===== config.mk =====
export PLATFORM = sky130hd
export DESIGN_NAME = rocstar_mcu_rx
export DESIGN_NICKNAME = d
export VERILOG_FILES = /design/src/rtl/rocstar_mcu_rx.sv
export SDC_FILE = /design/constraint.sdc
export NUM_CORES = 1
export LEC_CHECK = 0
export ABC_AREA = 1
export BUFFER_PORTS_ARGS = -buffer_cell sky130_fd_sc_hd__buf_2
export CAP_MARGIN = 20
export CORE_MARGIN = 3
export CORE_UTILIZATION = 51
export DETAILED_ROUTE_END_ITERATION = 10
export GPL_ROUTABILITY_DRIVEN = 0
export PLACE_DENSITY = 0.79
export SLEW_MARGIN = 20
export SYNTH_ARGS = -nofsm -noshare
export SYNTH_HDL_FRONTEND = slang
export SYNTH_SLANG_ARGS = --single-unit

===== constraint.sdc =====
create_clock -name clk -period 2 [get_ports clk]
set_clock_uncertainty 0.1 [all_clocks]
set_input_delay 0.2 -clock clk [delete_from_list [all_inputs] [get_ports clk]]
set_output_delay 0.2 -clock clk [all_outputs]
set_load 0.05 [all_outputs]

===== src/rtl/rocstar_mcu_rx.sv =====
// ROCSTAR receiver for the 4-bit MCU cable stream: IDLE-rotation lock, coincidence pulses, special words.
// Optional statistics counters are enabled by defining ROCSTAR_RX_STATS_EN.
module rocstar_mcu_rx #(
  parameter int LOCK_IDLES = 8,
  parameter int CNT_W      = 16
) (
  input  logic             clk,
  input  logic             rst,
  input  logic [3:0]       din,
  input  logic             stats_clr,
  output logic             locked,
  output logic             pcoinc,
  output logic             ncoinc,
  output logic             dcoinc,
  output logic             spw_valid,
  output logic [15:0]      spword,
  output logic             err,
  output logic [CNT_W-1:0] n_pcoin,
  output logic [CNT_W-1:0] n_ncoin,
  output logic [CNT_W-1:0] n_err
);

  localparam logic [3:0] SYM_NCOIN = 4'b1001;
  localparam logic [3:0] SYM_PCOIN = 4'b0011;
  localparam logic [3:0] SYM_DCOIN = 4'b0110;
  localparam logic [3:0] SYM_SPECL = 4'b1100;
  localparam logic [7:0] LOCK_N    = 8'(LOCK_IDLES);

  typedef enum logic [2:0] {HUNT, RUN, SP1, SP2, SP3, SP4} state_e;

  state_e      state_q, state_d;
  logic [3:0]  din_q;
  logic [7:0]  cnt_q, cnt_d;
  logic [1:0]  exp_q, exp_d;
  logic [11:0] shift_q, shift_d;
  logic [15:0] spword_q, spword_d;
  logic        locked_q, locked_d;
  logic        pcoinc_q, pcoinc_d, ncoinc_q, ncoinc_d, dcoinc_q, dcoinc_d;
  logic        spwValid_q, spwValid_d, err_q, err_d;
  logic        isIdle;
  logic [1:0]  idleIdx;

  always_comb begin
    isIdle  = 1'b1;
    idleIdx = 2'd0;
    case (din_q)
      4'b0111: idleIdx = 2'd0;
      4'b1011: idleIdx = 2'd1;
      4'b1101: idleIdx = 2'd2;
      4'b1110: idleIdx = 2'd3;
      default: isIdle  = 1'b0;
    endcase
  end

  always_comb begin
    state_d    = state_q;
    cnt_d      = cnt_q;
    exp_d      = exp_q;
    shift_d    = shift_q;
    spword_d   = spword_q;
    locked_d   = locked_q;
    pcoinc_d   = 1'b0;
    ncoinc_d   = 1'b0;
    dcoinc_d   = 1'b0;
    spwValid_d = 1'b0;
    err_d      = 1'b0;
    case (state_q)
      HUNT: begin
        locked_d = 1'b0;
        if (isIdle) begin
          // An out-of-sequence IDLE restarts the count with itself as the new phase.
          if (cnt_q == 8'd0 || idleIdx == exp_q) cnt_d = cnt_q + 8'd1;
          else                                   cnt_d = 8'd1;
          exp_d = idleIdx + 2'd1;
          if (cnt_d == LOCK_N) begin
            state_d  = RUN;
            locked_d = 1'b1;
            cnt_d    = 8'd0;
          end
        end else begin
          cnt_d = 8'd0;
          exp_d = 2'd0;
        end
      end
      RUN: begin
        if (isIdle) begin
          if (idleIdx == exp_q) exp_d = idleIdx + 2'd1;
          else                  err_d = 1'b1;
        end else begin
          exp_d = 2'd0;
          case (din_q)
            SYM_NCOIN: ncoinc_d = 1'b1;
            SYM_PCOIN: pcoinc_d = 1'b1;
            SYM_DCOIN: dcoinc_d = 1'b1;
            SYM_SPECL: state_d  = SP1;
            default:   err_d    = 1'b1;
          endcase
        end
        if (err_d) begin
          state_d  = HUNT;
          locked_d = 1'b0;
          cnt_d    = 8'd0;
          exp_d    = 2'd0;
        end
      end
      SP1: begin
        shift_d = {shift_q[7:0], din_q};
        state_d = SP2;
      end
      SP2: begin
        shift_d = {shift_q[7:0], din_q};
        state_d = SP3;
      end
      SP3: begin
        shift_d = {shift_q[7:0], din_q};
        state_d = SP4;
      end
      SP4: begin
        spword_d   = {shift_q[11:0], din_q};
        spwValid_d = 1'b1;
        exp_d      = 2'd0;
        state_d    = RUN;
      end
      default: state_d = HUNT;
    endcase
  end

  always_ff @(posedge clk) begin
    if (rst) begin
      state_q    <= HUNT;
      din_q      <= 4'd0;
      cnt_q      <= 8'd0;
      exp_q      <= 2'd0;
      shift_q    <= 12'd0;
      spword_q   <= 16'd0;
      locked_q   <= 1'b0;
      pcoinc_q   <= 1'b0;
      ncoinc_q   <= 1'b0;
      dcoinc_q   <= 1'b0;
      spwValid_q <= 1'b0;
      err_q      <= 1'b0;
    end else begin
      state_q    <= state_d;
      din_q      <= din;
      cnt_q      <= cnt_d;
      exp_q      <= exp_d;
      shift_q    <= shift_d;
      spword_q   <= spword_d;
      locked_q   <= locked_d;
      pcoinc_q   <= pcoinc_d;
      ncoinc_q   <= ncoinc_d;
      dcoinc_q   <= dcoinc_d;
      spwValid_q <= spwValid_d;
      err_q      <= err_d;
    end
  end

  assign locked    = locked_q;
  assign pcoinc    = pcoinc_q;
  assign ncoinc    = ncoinc_q;
  assign dcoinc    = dcoinc_q;
  assign spw_valid = spwValid_q;
  assign spword    = spword_q;
  assign err       = err_q;

`ifdef ROCSTAR_RX_STATS_EN
  logic [CNT_W-1:0] nPcoin_q, nNcoin_q, nErr_q;

  // Counters step on the same edge that raises the pulse; clear beats increment.
  always_ff @(posedge clk) begin
    if (rst || stats_clr) begin
      nPcoin_q <= '0;
      nNcoin_q <= '0;
      nErr_q   <= '0;
    end else begin
      if (pcoinc_d && nPcoin_q != '1) nPcoin_q <= nPcoin_q + CNT_W'(1);
      if (ncoinc_d && nNcoin_q != '1) nNcoin_q <= nNcoin_q + CNT_W'(1);
      if (err_d    && nErr_q   != '1) nErr_q   <= nErr_q   + CNT_W'(1);
    end
  end

  assign n_pcoin = nPcoin_q;
  assign n_ncoin = nNcoin_q;
  assign n_err   = nErr_q;
`else
  logic unusedStatsClr;
  assign unusedStatsClr = stats_clr;
  assign n_pcoin = '0;
  assign n_ncoin = '0;
  assign n_err   = '0;
`endif

endmodule

==> results of run 1 <==
## power by group through the flow
stage	sequential (mW)	combinational, mW	clock (mW)
final	1.03	0.262	0.616
after global placement	1.05	0.251	0
after CTS	1.03	0.259	0.627
after global routing	1.03	0.275	0.666
after detailed placement	1.05	0.253	0
after floorplan	1.05	0.312	0
## flip-flops by register name, indices dropped and copies added (netlist names)
name	count
spw_valid	1
exp_q	2
locked	1
din_q	4
pcoinc	1
spword	16
err	1
dcoinc	1
shift_q	12
cnt_q	8
ncoinc	1
state_q	3
## metal layers
| layer | GRT usage | vias to the layer above | wire length, µm |
|---|---|---|---|
| li1 | - | 1091 | - |
| met5 | 0 | - | 0 |
| met2 | 0.285 | 45 | 2430 |
| met3 | 0.0348 | 2 | 183 |
| met4 | 0.0374 | 0 | 17 |
| met1 | 0.201 | 969 | 2140 |
## per-stage QoR
step | cells | setup slack, ns | hold WS (ns) | total power [mW] | utilization
after detailed placement | 435 | 0.153 | 0.308 | 1.30 | 0.545
final | 447 | 0.204 | 0.305 | 1.90 | 0.577
after global placement | 435 | 0.180 | 0.303 | 1.30 | 0.545
after floorplan | 396 | 0.365 | 0.207 | 1.36 | -
after CTS | 447 | 0.136 | 0.301 | 1.91 | 0.573
after global routing | 447 | 0.000264 | 0.321 | 1.97 | 0.577
## critical path: cells and delay by family (launching register included)
family	cells	cell delay [ns]
simple gates	10	0.96
flops	1	0.37
buf+inv	2	0.18
compound gates	1	0.05
## cells by family (layout without fill, tap and decap cells)
logic type / after synthesis / in the layout / synth area share
simple gates: 152 / 152 / 0.282
buf+inv: 89 / 73 / 0.198
flops: 51 / 51 / 0.392
compound gates: 50 / 50 / 0.102
xor+xnor: 4 / 4 / 0.0135
fa+ha+maj: 2 / 2 / 0.00962
other cells: 1 / 48 / 0.00144
## worst paths after layout
check / slack [ns] / startpoint / depth (start not counted) / end
hold / removal: 0.31 / rst / 4 / shift_q[4]
hold reg to reg: 0.36 / spword[6] / 2 / spword[6]
setup reg to reg: 0.20 / din_q[3] / 13 / cnt_q[5]
setup / recovery: 0.20 / din_q[3] / 13 / cnt_q[5]
## repair_timing
action | CTS | global route
hold endpoints to repair | 4 | 0
hold buffers | 4 | 0
gates resized for setup | 0 | 8
endpoints found under the setup margin | 0 | 11
## area by class of cell
| type | count | area (µm²) | area share |
|---|---|---|---|
| clock buffers | 5 | 68.8 | 0.0248 |
| clock inverters | 3 | 25.0 | 0.00900 |
| inverters | 30 | 114 | 0.0410 |
| multi-input cells | 256 | 1250 | 0.450 |
| flip-flops and latches | 51 | 1030 | 0.371 |
| well taps | 67 | 83.8 | 0.0302 |
| repair buffers | 35 | 205 | 0.0738 |
## cells in the final DEF (no fill, tap or decap), types with 3 or more instances in the layout
cell,netlist,routed
sky130_fd_sc_hd__dfxtp_1,51,47
sky130_fd_sc_hd__xor2_1,3,3
sky130_fd_sc_hd__conb_1,1,48
sky130_fd_sc_hd__nand3_1,33,33
sky130_fd_sc_hd__buf_4,48,4
sky130_fd_sc_hd__nor2_1,37,37
sky130_fd_sc_hd__nor3_1,6,5
sky130_fd_sc_hd__inv_2,4,4
sky130_fd_sc_hd__nand2_1,49,49
sky130_fd_sc_hd__inv_1,24,24
sky130_fd_sc_hd__a21oi_1,32,32
sky130_fd_sc_hd__dlygate4sd3_1,0,4
sky130_fd_sc_hd__nand4_1,4,4
sky130_fd_sc_hd__clkbuf_8,0,5
sky130_fd_sc_hd__nand2_2,8,8
sky130_fd_sc_hd__buf_2,0,27
sky130_fd_sc_hd__nor2_2,5,4
sky130_fd_sc_hd__o21ai_0,14,14
==> metrics, run 1 <==
status complete, no violations; GRT Util Overall 0.162; number of failing hold endpoints at the final stage 0; predominant post-synthesis flop cell sky130_fd_sc_hd__dfxtp_1; fill count 471; clock slew at reported path FFs 0.10 ns; Clock Latency Late Sink 0.30 ns; period utilisation layout 0.898; buffers inserted during post-CTS setup optimization 0; full die area 0.00599 mm²; count of input and output buffers 27; aggregate global routing overflow 0; mean number of vias per cell 4.71; die extent in x 77.4 µm; total CTS buffers 5; Vias 2107; count of pins over their slew limit 0; area added between synthesis and finish 6.83%; endpoint arrival time on the critical path 1.87 ns; gate count after technology mapping 349; flip-flop and latch count after synthesis 51; summed instance area of the synthesized netlist 0.00260 mm²; remaining max-slew budget at the tightest pin 0.621; count of pins on the block boundary 77; initial detailed-routing violation count 70; slew at the pin closest to its max-slew limit 0.567 ns; cell repeated most along the worst path sky130_fd_sc_hd__nand2_1; Initial Utilization 0.540; Yosys warning total 0; worst supply voltage drop on vdd 0.597 mV; biggest area contributors in the synthesized netlist sky130_fd_sc_hd__dfxtp_1 (39%), sky130_fd_sc_hd__buf_4 (14%), sky130_fd_sc_hd__nand2_1 (7.1%); required arrival time at the worst endpoint 2.08 ns; Sum Neg Setup Slack 0 ns; async set-reset flop share out of synthesis 0; share of cells above drive strength 1 0.184; wire length reported by the detailed router 4770 µm; vias in the first global route 1821; core area 0.00482 mm²; maximum fanout along the worst path 9; most frequently used cell type in the post-synthesis netlist sky130_fd_sc_hd__dfxtp_1; Critical-path top delay cell sky130_fd_sc_hd__dfxtp_2; PwrDens 685 mW/mm²; Achievable Freq 557 MHz; buffer depth of the longest clock path 2; top cell type's share of synthesized area 0.392; combinational share of power 0.138; Internal Power 1.30 mW; height of the die 77.4 µm; CP Launch Type register; setup repair after global routing missed its margin no; ANT nets after route 0; placement row count 25; DRC violation count after routing 0; Static Leakage 1.26 nW; Psw 0.607 mW; Worst Setup Path Type reg2reg; critical path capture point type register; cell chosen for the clock root sky130_fd_sc_hd__clkbuf_8; pin count of the biggest net entering global routing 34; Non-Filler Cell Area, Final 0.00278 mm²; number of flops mapped to enable cells by yosys 0; post-detailed-placement cell area 0.00263 mm²; synth unique cells 33; delay contributed by the slowest stage of the critical path 0.37 ns; final period demand of the worst path 1.80 ns; first-pass iteration count of the detailed router 4; max-cap violations 0; average wire per standard cell 10.7 µm; CP Cell Sequence inv_2 > nor2_1 > nand2_1 > nand3_1 > nand2_2 > nand2_4 > nand2_2 > nand2_1 > nand2_2 > nand2_1 > clkinv_2 > nand2_1 > a21oi_1; Antenna diodes 0; post-synthesis area per instance 7.45 µm²; total setup violations reported at the end of the flow 0; worst hold-check path type in2reg; relative contribution of sequential cells to total power 0.539; fraction of power consumed by the clock network 0.323; share of synthesized area occupied by flip-flops and latches 0.392; Switching Share 0.319; TritonCTS Sinks 51; commonest cells in the synthesized netlist sky130_fd_sc_hd__dfxtp_1 (51), sky130_fd_sc_hd__nand2_1 (49), sky130_fd_sc_hd__buf_4 (48); Final nets 388; initial antenna violation count 0; wire length of the first global-routing pass 8040 µm; cell type contributing the most total cell area after synthesis sky130_fd_sc_hd__dfxtp_1; H-tree depth 2; DPL Wire Length 3460 µm; TritonCTS clock tree done
No activity file was read; power rests on OpenSTA's default activity.
==> run 2, diff against run 1 <==
--- a/config.mk
+++ b/config.mk
@@ -12,7 +12,7 @@
 export CORE_UTILIZATION = 51
 export DETAILED_ROUTE_END_ITERATION = 10
 export GPL_ROUTABILITY_DRIVEN = 0
-export PLACE_DENSITY = 0.79
+export PLACE_DENSITY = 0.8
 export SLEW_MARGIN = 20
 export SYNTH_ARGS = -nofsm -noshare
 export SYNTH_HDL_FRONTEND = slang
==> run 2 against run 1 <==
- total power grew 0.51%
- core utilization shrank 0.078 points
- sequential share of layout area is 0.18 points lower
- flip-flop and latch count is the same
- critical path type unchanged
- critical endpoint is now state_q[1]
- highest routed layer unchanged
==> metrics, run 2 (same netlist as run 1, synthesis figures left out) <==
Initial Utilization 0.540; Psw 0.611 mW; destination of the worst register-to-register timing path state_q[1]; utilization after layout 0.576; share of cells above drive strength 1 0.182; critical path capture point type register; aggregate global routing overflow 0; total setup violations reported at the end of the flow 0; worst hold-check path type in2reg; Clock Latency Late Sink 0.31 ns; clock slew at reported path FFs 0.10 ns; highest-count cells in the layout ignoring fill and taps sky130_fd_sc_hd__nand2_1 (49), sky130_fd_sc_hd__conb_1 (48), sky130_fd_sc_hd__dfxtp_1 (48); PwrDens 690 mW/mm²; full die area 0.00599 mm²; flip-flop count of the largest register, all copies and words added 16; DRC violation count after routing 0; placement row count 25; post-detailed-placement cell area 0.00263 mm²; Antenna diodes 0; remaining max-slew budget at the tightest pin 0.655; cell chosen for the clock root sky130_fd_sc_hd__clkbuf_8; ANT nets after route 0; CP Launch Type register; cells on worst reg2reg path 11; max-cap violations 0; fin worst setup slack 0.201 ns; wire length reported by the detailed router 4690 µm; height of the die 77.4 µm; Non-Filler Cell Area, Final 0.00278 mm²; count of pins on the block boundary 77; Worst Setup Path Type reg2reg; slew at the pin closest to its max-slew limit 0.517 ns; combinational share of power 0.137; TritonCTS clock tree done; reg-to-reg setup timing slack 0.20 ns; period utilisation layout 0.900; Switching Share 0.319; pin count of the biggest net entering global routing 34; relative contribution of sequential cells to total power 0.537; count of pins over their slew limit 0; initial detailed-routing violation count 72; vias in the first global route 1778; final period demand of the worst path 1.80 ns; Internal Power 1.30 mW; worst supply voltage drop on vdd 0.544 mV; Static Leakage 1.26 nW; DPL Wire Length 3430 µm; first-pass iteration count of the detailed router 4; required arrival time at the worst endpoint 2.15 ns; area added between synthesis and finish 6.69%; Vias 2062; die extent in x 77.4 µm; mean number of vias per cell 4.61; worst slack at placement 0.152 ns; H-tree depth 2; Final nets 388; endpoint arrival time on the critical path 1.95 ns; GRT Util Overall 0.153; maximum fanout along the worst path 5; buffer depth of the longest clock path 2; Setup crit start cnt_q[0]; TritonCTS Sinks 51; core area 0.00482 mm²; wire length of the first global-routing pass 7670 µm; buffers inserted during post-CTS setup optimization 0; fraction of power consumed by the clock network 0.327; beginning of the worst register-to-register path cnt_q[0]; Achievable Freq 556 MHz; worst hold slack 0.287 ns; total CTS buffers 5; average wire per standard cell 10.5 µm; count of input and output buffers 27; Worst Setup EP state_q[1]; status complete, no violations; most common library cell in the layout ignoring fill and taps sky130_fd_sc_hd__nand2_1; initial antenna violation count 0; number of failing hold endpoints at the final stage 0
[run 2: cell types whose count changed in the layout (fill, tap and decap cells not counted)]
cell / before / now
sky130_fd_sc_hd__dfxtp_2: 2 / 3
sky130_fd_sc_hd__inv_6: 2 / 1
sky130_fd_sc_hd__inv_8: 0 / 1
sky130_fd_sc_hd__dfxtp_1: 47 / 48
sky130_fd_sc_hd__dfxtp_4: 2 / 0
[run 2: layout make-up]
class | instances | area, µm²
timing repair buffer | 35 | 205
inverter | 30 | 114
clock inverter | 3 | 27.5
fill | 447 | 2040
clock buffer | 5 | 68.8
tap | 67 | 83.8
multi-input combinational | 256 | 1250
sequential | 51 | 1020
[run 2: per-layer routing]
| layer | part of all wire | routed length (µm) | global-route usage | up-vias |
|---|---|---|---|---|
| met2 | 0.51 | 2400 | 0.263 | 57 |
| met5 | 0 | 0 | 0 | - |
| met4 | 0.0096 | 45 | 0.0552 | 0 |
| met1 | 0.43 | 2000 | 0.188 | 913 |
| li1 | - | - | - | 1084 |
| met3 | 0.051 | 241 | 0.0336 | 8 |
[run 2: repair_timing]
action	4_1_cts	5_1_grt
hold buffers	4	0
setup endpoints to repair	0	11
resized for setup	0	5
endpoints found under the hold margin	4	0
[run 2: worst max-delay path, stage by stage (launching register included)]
cell and delay (ns):
sky130_fd_sc_hd__dfxtp_1 0.42, sky130_fd_sc_hd__ha_1 0.21, sky130_fd_sc_hd__nand3_1 0.11, sky130_fd_sc_hd__nor3_1 0.19, sky130_fd_sc_hd__xor2_1 0.11, sky130_fd_sc_hd__nor2_1 0.12, sky130_fd_sc_hd__nand2_2 0.08, sky130_fd_sc_hd__nor2_4 0.11
sky130_fd_sc_hd__nand3_2 0.06, sky130_fd_sc_hd__nand2_1 0.07, sky130_fd_sc_hd__nand3_1 0.08, sky130_fd_sc_hd__nor2_2 0.07
[run 2: how the worst min path moves through the flow]
stage	to	start	slack, ns	depth (start not counted)
2_1_floorplan	din_q[0]	din[0]	0.21	2
3_3_place_gp	din_q[1]	din[1]	0.30	3
3_5_place_dp	din_q[3]	din[3]	0.30	3
4_1_cts	shift_q[4]	rst	0.27	4
5_1_grt	din_q[1]	rst	0.30	3
6_report	shift_q[4]	rst	0.29	4
[run 2: through the flow]
step | instances | total power [mW] | setup TNS (ns)
after floorplan | 396 | 1.36 | 0
after global placement | 435 | 1.30 | 0
after detailed placement | 435 | 1.30 | 0
after CTS | 447 | 1.93 | 0
after global routing | 447 | 1.99 | -0.00464
final | 447 | 1.91 | 0
[run 2: power by group through the flow]
stage	Clock (mW)	Combinational, mW	Sequential (mW)
3_3_place_gp	0	0.251	1.05
4_1_cts	0.641	0.257	1.03
2_1_floorplan	0	0.312	1.05
6_report	0.625	0.261	1.03
3_5_place_dp	0	0.251	1.05
5_1_grt	0.690	0.274	1.03
==> run 3, diff against run 2 <==
==> constraint.sdc (replaced) <==
create_clock -name clk -period 2 [get_ports clk]
set_clock_uncertainty 0.1 [all_clocks]
set_input_delay 0.3 -clock clk [delete_from_list [all_inputs] [get_ports clk]]
set_output_delay 0.3 -clock clk [all_outputs]
set_load 0.05 [all_outputs]
==> run 3 against run 2 <==
- flip-flop and latch count is the same
- sequential power is essentially flat
- core utilization shrank 0.68 points
- critical path depth grew 2
- count of clock-buffer cells in the layout is the same
- non-clock buffer count shrank 4
- total power shrank 0.63%
- design area shrank 1.2%
- global-route usage is essentially flat
- register-to-register slack is essentially flat
- sequential share of layout area grew 0.44 points
- via count shrank 0.39%
- critical path type unchanged
- highest routed layer unchanged
==> metrics, run 3 (same netlist as run 1, synthesis figures left out) <==
Initial Utilization 0.540; wire length reported by the detailed router 4630 µm; destination of the worst register-to-register timing path cnt_q[1]; buffer depth of the longest clock path 2; wire length of the first global-routing pass 7600 µm; Clock Latency Late Sink 0.31 ns; ANT nets after route 0; max-cap violations 0; cells on worst reg2reg path 13; highest-count cells in the layout ignoring fill and taps sky130_fd_sc_hd__nand2_1 (48), sky130_fd_sc_hd__conb_1 (48), sky130_fd_sc_hd__dfxtp_1 (48); number of failing hold endpoints at the final stage 0; initial detailed-routing violation count 51; die extent in x 77.4 µm; first-pass iteration count of the detailed router 4; reg-to-reg setup timing slack 0.20 ns; CTS Hold Bufs 0; status complete, no violations; maximum fanout along the worst path 9; DPL Wire Length 3430 µm; worst slack at placement 0.137 ns; flip-flop count of the largest register, all copies and words added 16; Antenna diodes 0; pin count of the biggest net entering global routing 34; total setup violations reported at the end of the flow 0; Setup crit start din_q[3]; share of cells above drive strength 1 0.189; core area 0.00482 mm²; worst supply voltage drop on vdd 0.390 mV; fin worst setup slack 0.196 ns; clock slew at reported path FFs 0.09 ns; count of input and output buffers 27; final period demand of the worst path 1.80 ns; post-detailed-placement cell area 0.00263 mm²; cell chosen for the clock root sky130_fd_sc_hd__clkbuf_8; worst hold-check path type in2reg; height of the die 77.4 µm; fill count 464; total CTS buffers 5; CP Launch Type register; critical path capture point type register; TritonCTS clock tree done; Achievable Freq 554 MHz; GRT Util Overall 0.153; DRC violation count after routing 0; Sum Neg Setup Slack 0 ns; beginning of the worst register-to-register path din_q[3]; aggregate global routing overflow 0; Worst Setup Path Type reg2reg; Vias 2054; setup repair after global routing missed its margin no; Worst Setup EP cnt_q[1]; PwrDens 694 mW/mm²; total design power 1.90 mW; mean number of vias per cell 4.64; initial antenna violation count 0; average wire per standard cell 10.5 µm; count of pins over their slew limit 0; Non-Filler Cell Area, Final 0.00274 mm²; count of pins on the block boundary 77; full die area 0.00599 mm²; placement row count 25; TritonCTS Sinks 51; Static Leakage 1.25 nW; Final nets 384; WHS Path Cells 3; required arrival time at the worst endpoint 2.09 ns; H-tree depth 2; endpoint arrival time on the critical path 1.89 ns; remaining max-slew budget at the tightest pin 0.633; period utilisation layout 0.902; vias in the first global route 1724; area added between synthesis and finish 5.44%; slew at the pin closest to its max-slew limit 0.549 ns
[run 3: cell type report]
| type | instances | area, µm² | share of cell area |
|---|---|---|---|
| repair buffers | 31 | 165 | 0.0602 |
| flip-flops and latches | 51 | 1020 | 0.374 |
| clock inverters | 3 | 27.5 | 0.0100 |
| inverters | 30 | 114 | 0.0415 |
| well taps | 67 | 83.8 | 0.0306 |
| multi-input cells | 256 | 1260 | 0.459 |
| clock buffers | 5 | 68.8 | 0.0251 |
[run 3: what timing repair did]
action,4_1_cts,5_1_grt
endpoints found under the setup margin,0,11
endpoints found under the hold margin,0,0
resized for setup,0,7
buffers inserted,0,0
[run 3: worst min-delay path by stage]
stage / start / endpoint / slack, ns
finish: din[0] / din_q[0] / 0.08
global route: din[0] / din_q[0] / 0.09
CTS: din[3] / din_q[3] / 0.08
detailed placement: spword[2] / spword[2] / 0.35
global placement: spword[13] / spword[13] / 0.35
floorplan: din[0] / din_q[0] / 0.31
[run 3: stage by stage]
stage,hold slack (ns),cells,utilization
floorplan,0.307,396,-
global placement,0.345,435,0.545
detailed placement,0.350,435,0.545
CTS,0.0782,443,0.565
global route,0.0866,443,0.569
finish,0.0832,443,0.569
[run 3: critical path: stages, from the launching register on]
cell                       delay (ns)
sky130_fd_sc_hd__dfxtp_1         0.39
sky130_fd_sc_hd__inv_2           0.06
sky130_fd_sc_hd__nor2_1          0.12
sky130_fd_sc_hd__nand2_1         0.13
sky130_fd_sc_hd__nand3_1         0.12
sky130_fd_sc_hd__nand2_2         0.07
sky130_fd_sc_hd__nand2_4         0.12
sky130_fd_sc_hd__nand2_2         0.07
sky130_fd_sc_hd__nand2_1         0.07
sky130_fd_sc_hd__nand2_2         0.06
sky130_fd_sc_hd__nand2_1         0.09
sky130_fd_sc_hd__clkinv_2        0.13
sky130_fd_sc_hd__nand2_1         0.10
sky130_fd_sc_hd__a21oi_1         0.06
[run 3: where the power goes]
group,leakage (nW),internal (mW),switching [mW]
Combinational,0.789,0.0175,0.238
Sequential,0.413,1.02,0.00699
Clock,0.0463,0.257,0.362
[run 3: layer usage]
metal  share of wire  global-route usage
met4           0.015              0.0587
met1            0.44               0.184
met3           0.044              0.0348
met2            0.50               0.263
met5               0                   0
